**config.mk**
```make
export PLATFORM = sky130hd
export DESIGN_NAME = serial_divider_wb_master
export DESIGN_NICKNAME = d
export VERILOG_FILES = /design/src/rtl/serial_divider_wb_master.sv
export SDC_FILE = /design/constraint.sdc
export NUM_CORES = 1
export LEC_CHECK = 0
export CORE_ASPECT_RATIO = 0.7
export CORE_UTILIZATION = 40
export CTS_CLUSTER_DIAMETER = 30
export DETAILED_ROUTE_END_ITERATION = 10
export PLACE_DENSITY = 0.77
export SETUP_SLACK_MARGIN = 0.1
export SKIP_LAST_GASP = 1
export SYNTH_ARGS = -nofsm -noshare
export SYNTH_HDL_FRONTEND = slang
export SYNTH_SLANG_ARGS = --single-unit
```
**constraint.sdc**
```tcl
create_clock -name clk_i -period 2.3 [get_ports clk_i]
set_input_delay 0.345 -clock clk_i [delete_from_list [all_inputs] [get_ports clk_i]]
set_output_delay 0.345 -clock clk_i [all_outputs]
set_load 0.01 [all_outputs]
```
**src/rtl/serial_divider_wb_master.sv**
```systemverilog
// serial_divider_wb_master
// Wishbone classic initiator for the serial divider slave. A request on the
// valid/ready port triggers: write DIVIDEND, write DIVISOR, write CTRL.start,
// poll STATUS.done, read QUOTIENT, read REMAINDER, then present the result
// on the valid/ready response port. Every bus access is followed by a
// single idle (GAP) cycle with cyc/stb low.
// Optional feature macro: SERIAL_DIVIDER_WBM_TIMEOUT_EN adds an ack/poll
// timeout counter that aborts the sequence and returns err_o = 1.
module serial_divider_wb_master #(
  parameter int unsigned    WBW      = 32,
  parameter int unsigned    XLEN     = 32,
  parameter logic [WBW-1:0] BASE_ADR = 32'h3000_0000,
  parameter int unsigned    TMO_CYC  = 1024
) (
  input  logic             clk_i,
  input  logic             reset_ni,
  input  logic             req_valid_i,
  output logic             req_ready_o,
  input  logic [XLEN-1:0]  dividend_i,
  input  logic [XLEN-1:0]  divisor_i,
  output logic             rsp_valid_o,
  input  logic             rsp_ready_i,
  output logic [XLEN-1:0]  quotient_o,
  output logic [XLEN-1:0]  remainder_o,
  output logic             err_o,
  output logic             busy_o,
  output logic             wbm_cyc_o,
  output logic             wbm_stb_o,
  output logic             wbm_we_o,
  output logic [WBW/8-1:0] wbm_sel_o,
  output logic [WBW-1:0]   wbm_adr_o,
  output logic [WBW-1:0]   wbm_dat_o,
  input  logic             wbm_ack_i,
  input  logic [WBW-1:0]   wbm_dat_i
);

  localparam logic [WBW-1:0] ADR_DVD  = BASE_ADR;
  localparam logic [WBW-1:0] ADR_DVS  = BASE_ADR + WBW'(4);
  localparam logic [WBW-1:0] ADR_CTRL = BASE_ADR + WBW'(8);
  localparam logic [WBW-1:0] ADR_STAT = BASE_ADR + WBW'(12);
  localparam logic [WBW-1:0] ADR_QUO  = BASE_ADR + WBW'(16);
  localparam logic [WBW-1:0] ADR_REM  = BASE_ADR + WBW'(20);

  typedef enum logic [2:0] {
    S_IDLE, S_WR_DVD, S_WR_DVS, S_WR_CTRL, S_RD_STAT, S_RD_QUO, S_RD_REM, S_RESP
  } state_t;

  state_t          state_reg, state_next;
  logic            cyc_reg, cyc_next;
  logic            stb_reg, stb_next;
  logic            we_reg, we_next;
  logic [WBW-1:0]  adr_reg, adr_next;
  logic [WBW-1:0]  dat_reg, dat_next;
  logic            req_ready_reg, req_ready_next;
  logic            busy_reg, busy_next;
  logic            rsp_valid_reg, rsp_valid_next;
  logic [XLEN-1:0] quotient_reg, quotient_next;
  logic [XLEN-1:0] remainder_reg, remainder_next;
  logic [XLEN-1:0] dividend_reg, dividend_next;
  logic [XLEN-1:0] divisor_reg, divisor_next;

  // Access parameters of the bus state currently held in state_reg
  logic            iss_we;
  logic [WBW-1:0]  iss_adr;
  logic [WBW-1:0]  iss_dat;

`ifdef SERIAL_DIVIDER_WBM_TIMEOUT_EN
  localparam int unsigned TMO_W = $clog2(TMO_CYC + 1);
  logic             err_reg, err_next;
  logic [TMO_W-1:0] tmo_reg, tmo_next;
`endif

  // Byte selects are always all ones
  genvar gi;
  generate
    for (gi = 0; gi < WBW / 8; gi++) begin : g_sel
      assign wbm_sel_o[gi] = 1'b1;
    end
  endgenerate

  // Address/direction/data for the access belonging to the current bus state
  always_comb begin
    iss_we  = 1'b1;
    iss_adr = ADR_DVD;
    iss_dat = '0;
    case (state_reg)
      S_WR_DVD:  begin iss_adr = ADR_DVD;  iss_dat = WBW'(dividend_reg); end
      S_WR_DVS:  begin iss_adr = ADR_DVS;  iss_dat = WBW'(divisor_reg);  end
      S_WR_CTRL: begin iss_adr = ADR_CTRL; iss_dat = WBW'(1);            end
      S_RD_STAT: begin iss_adr = ADR_STAT; iss_we = 1'b0;                end
      S_RD_QUO:  begin iss_adr = ADR_QUO;  iss_we = 1'b0;                end
      S_RD_REM:  begin iss_adr = ADR_REM;  iss_we = 1'b0;                end
      default:   ;
    endcase
  end

  // Next-state and next-output logic; cyc_reg low inside a bus state is the GAP
  always_comb begin
    state_next     = state_reg;
    cyc_next       = cyc_reg;
    stb_next       = stb_reg;
    we_next        = we_reg;
    adr_next       = adr_reg;
    dat_next       = dat_reg;
    rsp_valid_next = rsp_valid_reg;
    quotient_next  = quotient_reg;
    remainder_next = remainder_reg;
    dividend_next  = dividend_reg;
    divisor_next   = divisor_reg;
`ifdef SERIAL_DIVIDER_WBM_TIMEOUT_EN
    err_next       = err_reg;
    tmo_next       = tmo_reg;
`endif
    case (state_reg)
      S_IDLE: begin
        if (req_valid_i && req_ready_reg) begin
          dividend_next = dividend_i;
          divisor_next  = divisor_i;
          state_next    = S_WR_DVD;
          cyc_next      = 1'b1;
          stb_next      = 1'b1;
          we_next       = 1'b1;
          adr_next      = ADR_DVD;
          dat_next      = WBW'(dividend_i);
`ifdef SERIAL_DIVIDER_WBM_TIMEOUT_EN
          tmo_next      = '0;
`endif
        end
      end
      S_RESP: begin
        if (rsp_ready_i) begin
          rsp_valid_next = 1'b0;
          state_next     = S_IDLE;
`ifdef SERIAL_DIVIDER_WBM_TIMEOUT_EN
          err_next       = 1'b0;
`endif
        end
      end
      default: begin
        if (!cyc_reg) begin
          // GAP cycle over: launch this state's access
          cyc_next = 1'b1;
          stb_next = 1'b1;
          we_next  = iss_we;
          adr_next = iss_adr;
          dat_next = iss_dat;
        end else if (wbm_ack_i) begin
          cyc_next = 1'b0;
          stb_next = 1'b0;
`ifdef SERIAL_DIVIDER_WBM_TIMEOUT_EN
          // Polls share one budget, so a not-done STATUS keeps the count
          if (!(state_reg == S_RD_STAT && !wbm_dat_i[0])) tmo_next = '0;
`endif
          case (state_reg)
            S_WR_DVD:  state_next = S_WR_DVS;
            S_WR_DVS:  state_next = S_WR_CTRL;
            S_WR_CTRL: state_next = S_RD_STAT;
            S_RD_STAT: if (wbm_dat_i[0]) state_next = S_RD_QUO;
            S_RD_QUO: begin
              quotient_next = wbm_dat_i[XLEN-1:0];
              state_next    = S_RD_REM;
            end
            S_RD_REM: begin
              remainder_next = wbm_dat_i[XLEN-1:0];
              rsp_valid_next = 1'b1;
              state_next     = S_RESP;
            end
            default: ;
          endcase
        end
`ifdef SERIAL_DIVIDER_WBM_TIMEOUT_EN
        else if (tmo_reg == TMO_W'(TMO_CYC - 1)) begin
          // Budget exhausted: abandon the bus and report an error result
          cyc_next       = 1'b0;
          stb_next       = 1'b0;
          quotient_next  = '0;
          remainder_next = '0;
          err_next       = 1'b1;
          rsp_valid_next = 1'b1;
          state_next     = S_RESP;
        end else begin
          tmo_next = tmo_reg + 1'b1;
        end
`endif
      end
    endcase
    req_ready_next = (state_next == S_IDLE);
    busy_next      = (state_next != S_IDLE);
  end

  // State and registered outputs; reset drops the bus and discards any result
  always_ff @(posedge clk_i or negedge reset_ni) begin
    if (!reset_ni) begin
      state_reg     <= S_IDLE;
      cyc_reg       <= 1'b0;
      stb_reg       <= 1'b0;
      we_reg        <= 1'b0;
      adr_reg       <= '0;
      dat_reg       <= '0;
      req_ready_reg <= 1'b1;
      busy_reg      <= 1'b0;
      rsp_valid_reg <= 1'b0;
      quotient_reg  <= '0;
      remainder_reg <= '0;
      dividend_reg  <= '0;
      divisor_reg   <= '0;
`ifdef SERIAL_DIVIDER_WBM_TIMEOUT_EN
      err_reg       <= 1'b0;
      tmo_reg       <= '0;
`endif
    end else begin
      state_reg     <= state_next;
      cyc_reg       <= cyc_next;
      stb_reg       <= stb_next;
      we_reg        <= we_next;
      adr_reg       <= adr_next;
      dat_reg       <= dat_next;
      req_ready_reg <= req_ready_next;
      busy_reg      <= busy_next;
      rsp_valid_reg <= rsp_valid_next;
      quotient_reg  <= quotient_next;
      remainder_reg <= remainder_next;
      dividend_reg  <= dividend_next;
      divisor_reg   <= divisor_next;
`ifdef SERIAL_DIVIDER_WBM_TIMEOUT_EN
      err_reg       <= err_next;
      tmo_reg       <= tmo_next;
`endif
    end
  end

  assign wbm_cyc_o   = cyc_reg;
  assign wbm_stb_o   = stb_reg;
  assign wbm_we_o    = we_reg;
  assign wbm_adr_o   = adr_reg;
  assign wbm_dat_o   = dat_reg;
  assign req_ready_o = req_ready_reg;
  assign busy_o      = busy_reg;
  assign rsp_valid_o = rsp_valid_reg;
  assign quotient_o  = quotient_reg;
  assign remainder_o = remainder_reg;
`ifdef SERIAL_DIVIDER_WBM_TIMEOUT_EN
  assign err_o       = err_reg;
`else
  assign err_o       = 1'b0;
`endif

endmodule

```
==> out/metrics.yaml <==
critical_path:
  worstPathArrival_ps: 2380
  endpoint_kind: "flop"
  cp-start-kind: "flop"
  crit_fanout: 6
  cp.required_ps: 2590
  path_class: "reg2reg"
synthesis:
  async_reset_ff_share_pct: 100
  post_synth_num_cell_types: 40
  synth_warnings: 0
  synth_edf_count: 0
  syn_area_per_cell_um2: 10.6
  synth_cells: 702
  synth-main-ff-cell: "dfrtp_1"
  ys_ff_latch: 173
  ys_seq_area_share_pct: 58.3
  syn_area_mm2: 0.00743
timing:
  hold_ws_ps: 351
  tightest_slew_ps: 868
  period_minus_slack_ps: 2090
  max_freq_mhz: 478
  slew_headroom_pct: 42.0
  fin_crit_sh_pct: 90.9
  slew_violations: 0
  setup_tns_ps: 0
  finalSetupViolCount: 0
  rsz0062_at_grt: "yes"
  finClkSkew_ps: 8.26
  hold_viol: 0
power_and_ir_drop:
  p_leak_uw: 0.00478
  p_per_area_mw_per_mm2: 1360
  ir_drop_v: 0.000554
detailed_routing:
  detail-route-antenna-nets: 0
  vias_per_cell: 5.01
  firstDrtPassIters: 5
  m1WireLength_um: 8770
  met3_length_um: 1370
  drt_wl_total_um: 19100
  dr.max_layer_used: "met5"
  via_count: 5773
  route.met2.wl_um: 8720
  drc: 0
  routedWlPerCell_um: 16.6
  drt_iter0_markers: 324
layout:
  diodes: 0
  finalNetCount: 1008
  final_layout_size_suffix_gt1_share_pct: 14.3
  final_common_cell: "clkdlybuf4s50_1"
  design_area_mm2: 0.0104
  area_growth_pct: 40.0
  layout_common_cells: "206 x clkdlybuf4s50_1, 203 x nand2_1, 171 x dfrtp_1"
  instances_no_fill: 1152
  post-route-util_pct: 57.4
  nFillCells: 1560
grt:
  track_usage_pct: 20.2
  grt_pass1_wl_um: 29700
  antenna_found_initial: 1
  grt_overflow: 0
  grt_max_degree: 79
  first_global_vias: 5581
clock_tree:
  cts_htree_levels: 4
  insertion_delay_ps: 420
  clk_path_buf_depth: 2
  cts_num_sinks: 173
  cts-root-buf: "clkbuf_16"
  cts_buffers: 17
  clk_pin_slew_ps: 60
  cts_tree: "built"
floorplan:
  num_rows: 41
  initial_core_util_pct: 41.0
  fp.coreArea_mm2: 0.0181
  io_pins: 240
  dieArea_mm2: 0.0191
  dieWidth_um: 165
  die_h_um: 116
placed_design:
  gp_congestion: 0.852
  portBuffers: 207
  numPlacedInstances: 1117
  placed_area_mm2: 0.00974
  dp_hpwl_um: 12600
run:
  maxCapViolCount: 0
run_status:
  status: "complete, no violations"
min_path:
  hp-class: "in2async"
## critical path: stages (launching register included)
cell and delay [ps]:
dfrtp_2 410, inv_1 80, ha_2 220, mux2_4 260, o31a_1 280, a21oi_1 170
o211ai_1 170, or3_1 370
## cells in the mapped netlist (2+ instances only)
cell type,instances,share of area (%)
nor3_1,4,0.27
inv_1,3,0.15
nand2_1,203,10
nor2_1,68,3.4
a221oi_1,31,3.7
or3_1,2,0.17
ha_1,4,0.67
buf_1,8,0.40
a22o_1,31,3.7
mux2_1,4,0.61
o31ai_1,2,0.20
nor2b_1,3,0.25
and2_1,2,0.17
buf_2,14,0.94
a21o_1,2,0.20
mux2_2,61,9.2
o21ai_0,5,0.34
a21oi_1,4,0.27
clkbuf_1,23,1.2
a22oi_1,2,0.20
conb_1,2,0.10
a31oi_1,3,0.25
buf_4,33,3.3
dfrtp_1,172,58
## worst paths after layout
path                            depth (start not counted)       startpoint                to  slack [ps]
worst min-delay path                                    2         reset_ni  dividend_reg[27]         350
min in group clk_i                                      3     divisor_i[8]    divisor_reg[8]         450
max in group asynchronous                               3         reset_ni    quotient_o[25]        1260
worst max register to register                          7     state_reg[0]            busy_o         210
worst min register to register                          2  divisor_reg[25]   divisor_reg[25]         480
worst max-delay path                                    7     state_reg[0]            busy_o         210
## what timing repair did
action / CTS / global route
endpoints found under the hold margin: 21 / 0
setup buffers: 0 / 0
resized for setup: 3 / 5
pin swaps: 1 / 0
endpoints found under the setup margin: 18 / 81
hold buffers: 1 / 0
cloned: 1 / 1
## layer usage
| layer | track usage (%) | vias up |
|---|---|---|
| met3 | 5.58 | 24 |
| met1 | 28.8 | 2827 |
| met5 | 0 | - |
| li1 | - | 2716 |
| met4 | 5.38 | 2 |
| met2 | 30.3 | 204 |
## layout make-up
class                           instances  area (um^2)  share of cell area (%)
Tap cell                              236          295                    2.84
Inverter                                3         11.3                   0.108
Clock buffer                           19          443                    4.26
Timing Repair Buffer                  229         2310                    22.2
Multi-Input combinational cell        479         2850                    27.4
Sequential cell                       173         4330                    41.6
Clock inverter                         13          161                    1.55
## metrics by stage
stage               setup slack [ps]  total power [uW]
floorplan                        248              8250
global placement                 158             10900
detailed placement              57.0             11100
CTS                              111             14200
global route                    79.5             15100
finish                           209             14100
## cells by family (layout without fill, tap and decap cells)
group,Yosys count,count (layout),share of synthesized area (%)
buffers and inverters,82,264,6.15
AO/OA/AOI/OAI,88,88,9.66
other,2,32,0.101
AND/OR/NAND/NOR,286,288,15.0
flip-flops,173,173,58.3
multiplexers,67,67,10.2
adder cells (fa/ha/maj),4,4,0.674
## where the power goes
group / internal, uW / switching (uW)
clock network: 1750 / 1200
registers: 4430 / 746
logic: 3030 / 2990
Power figures use the tool's default switching activity.
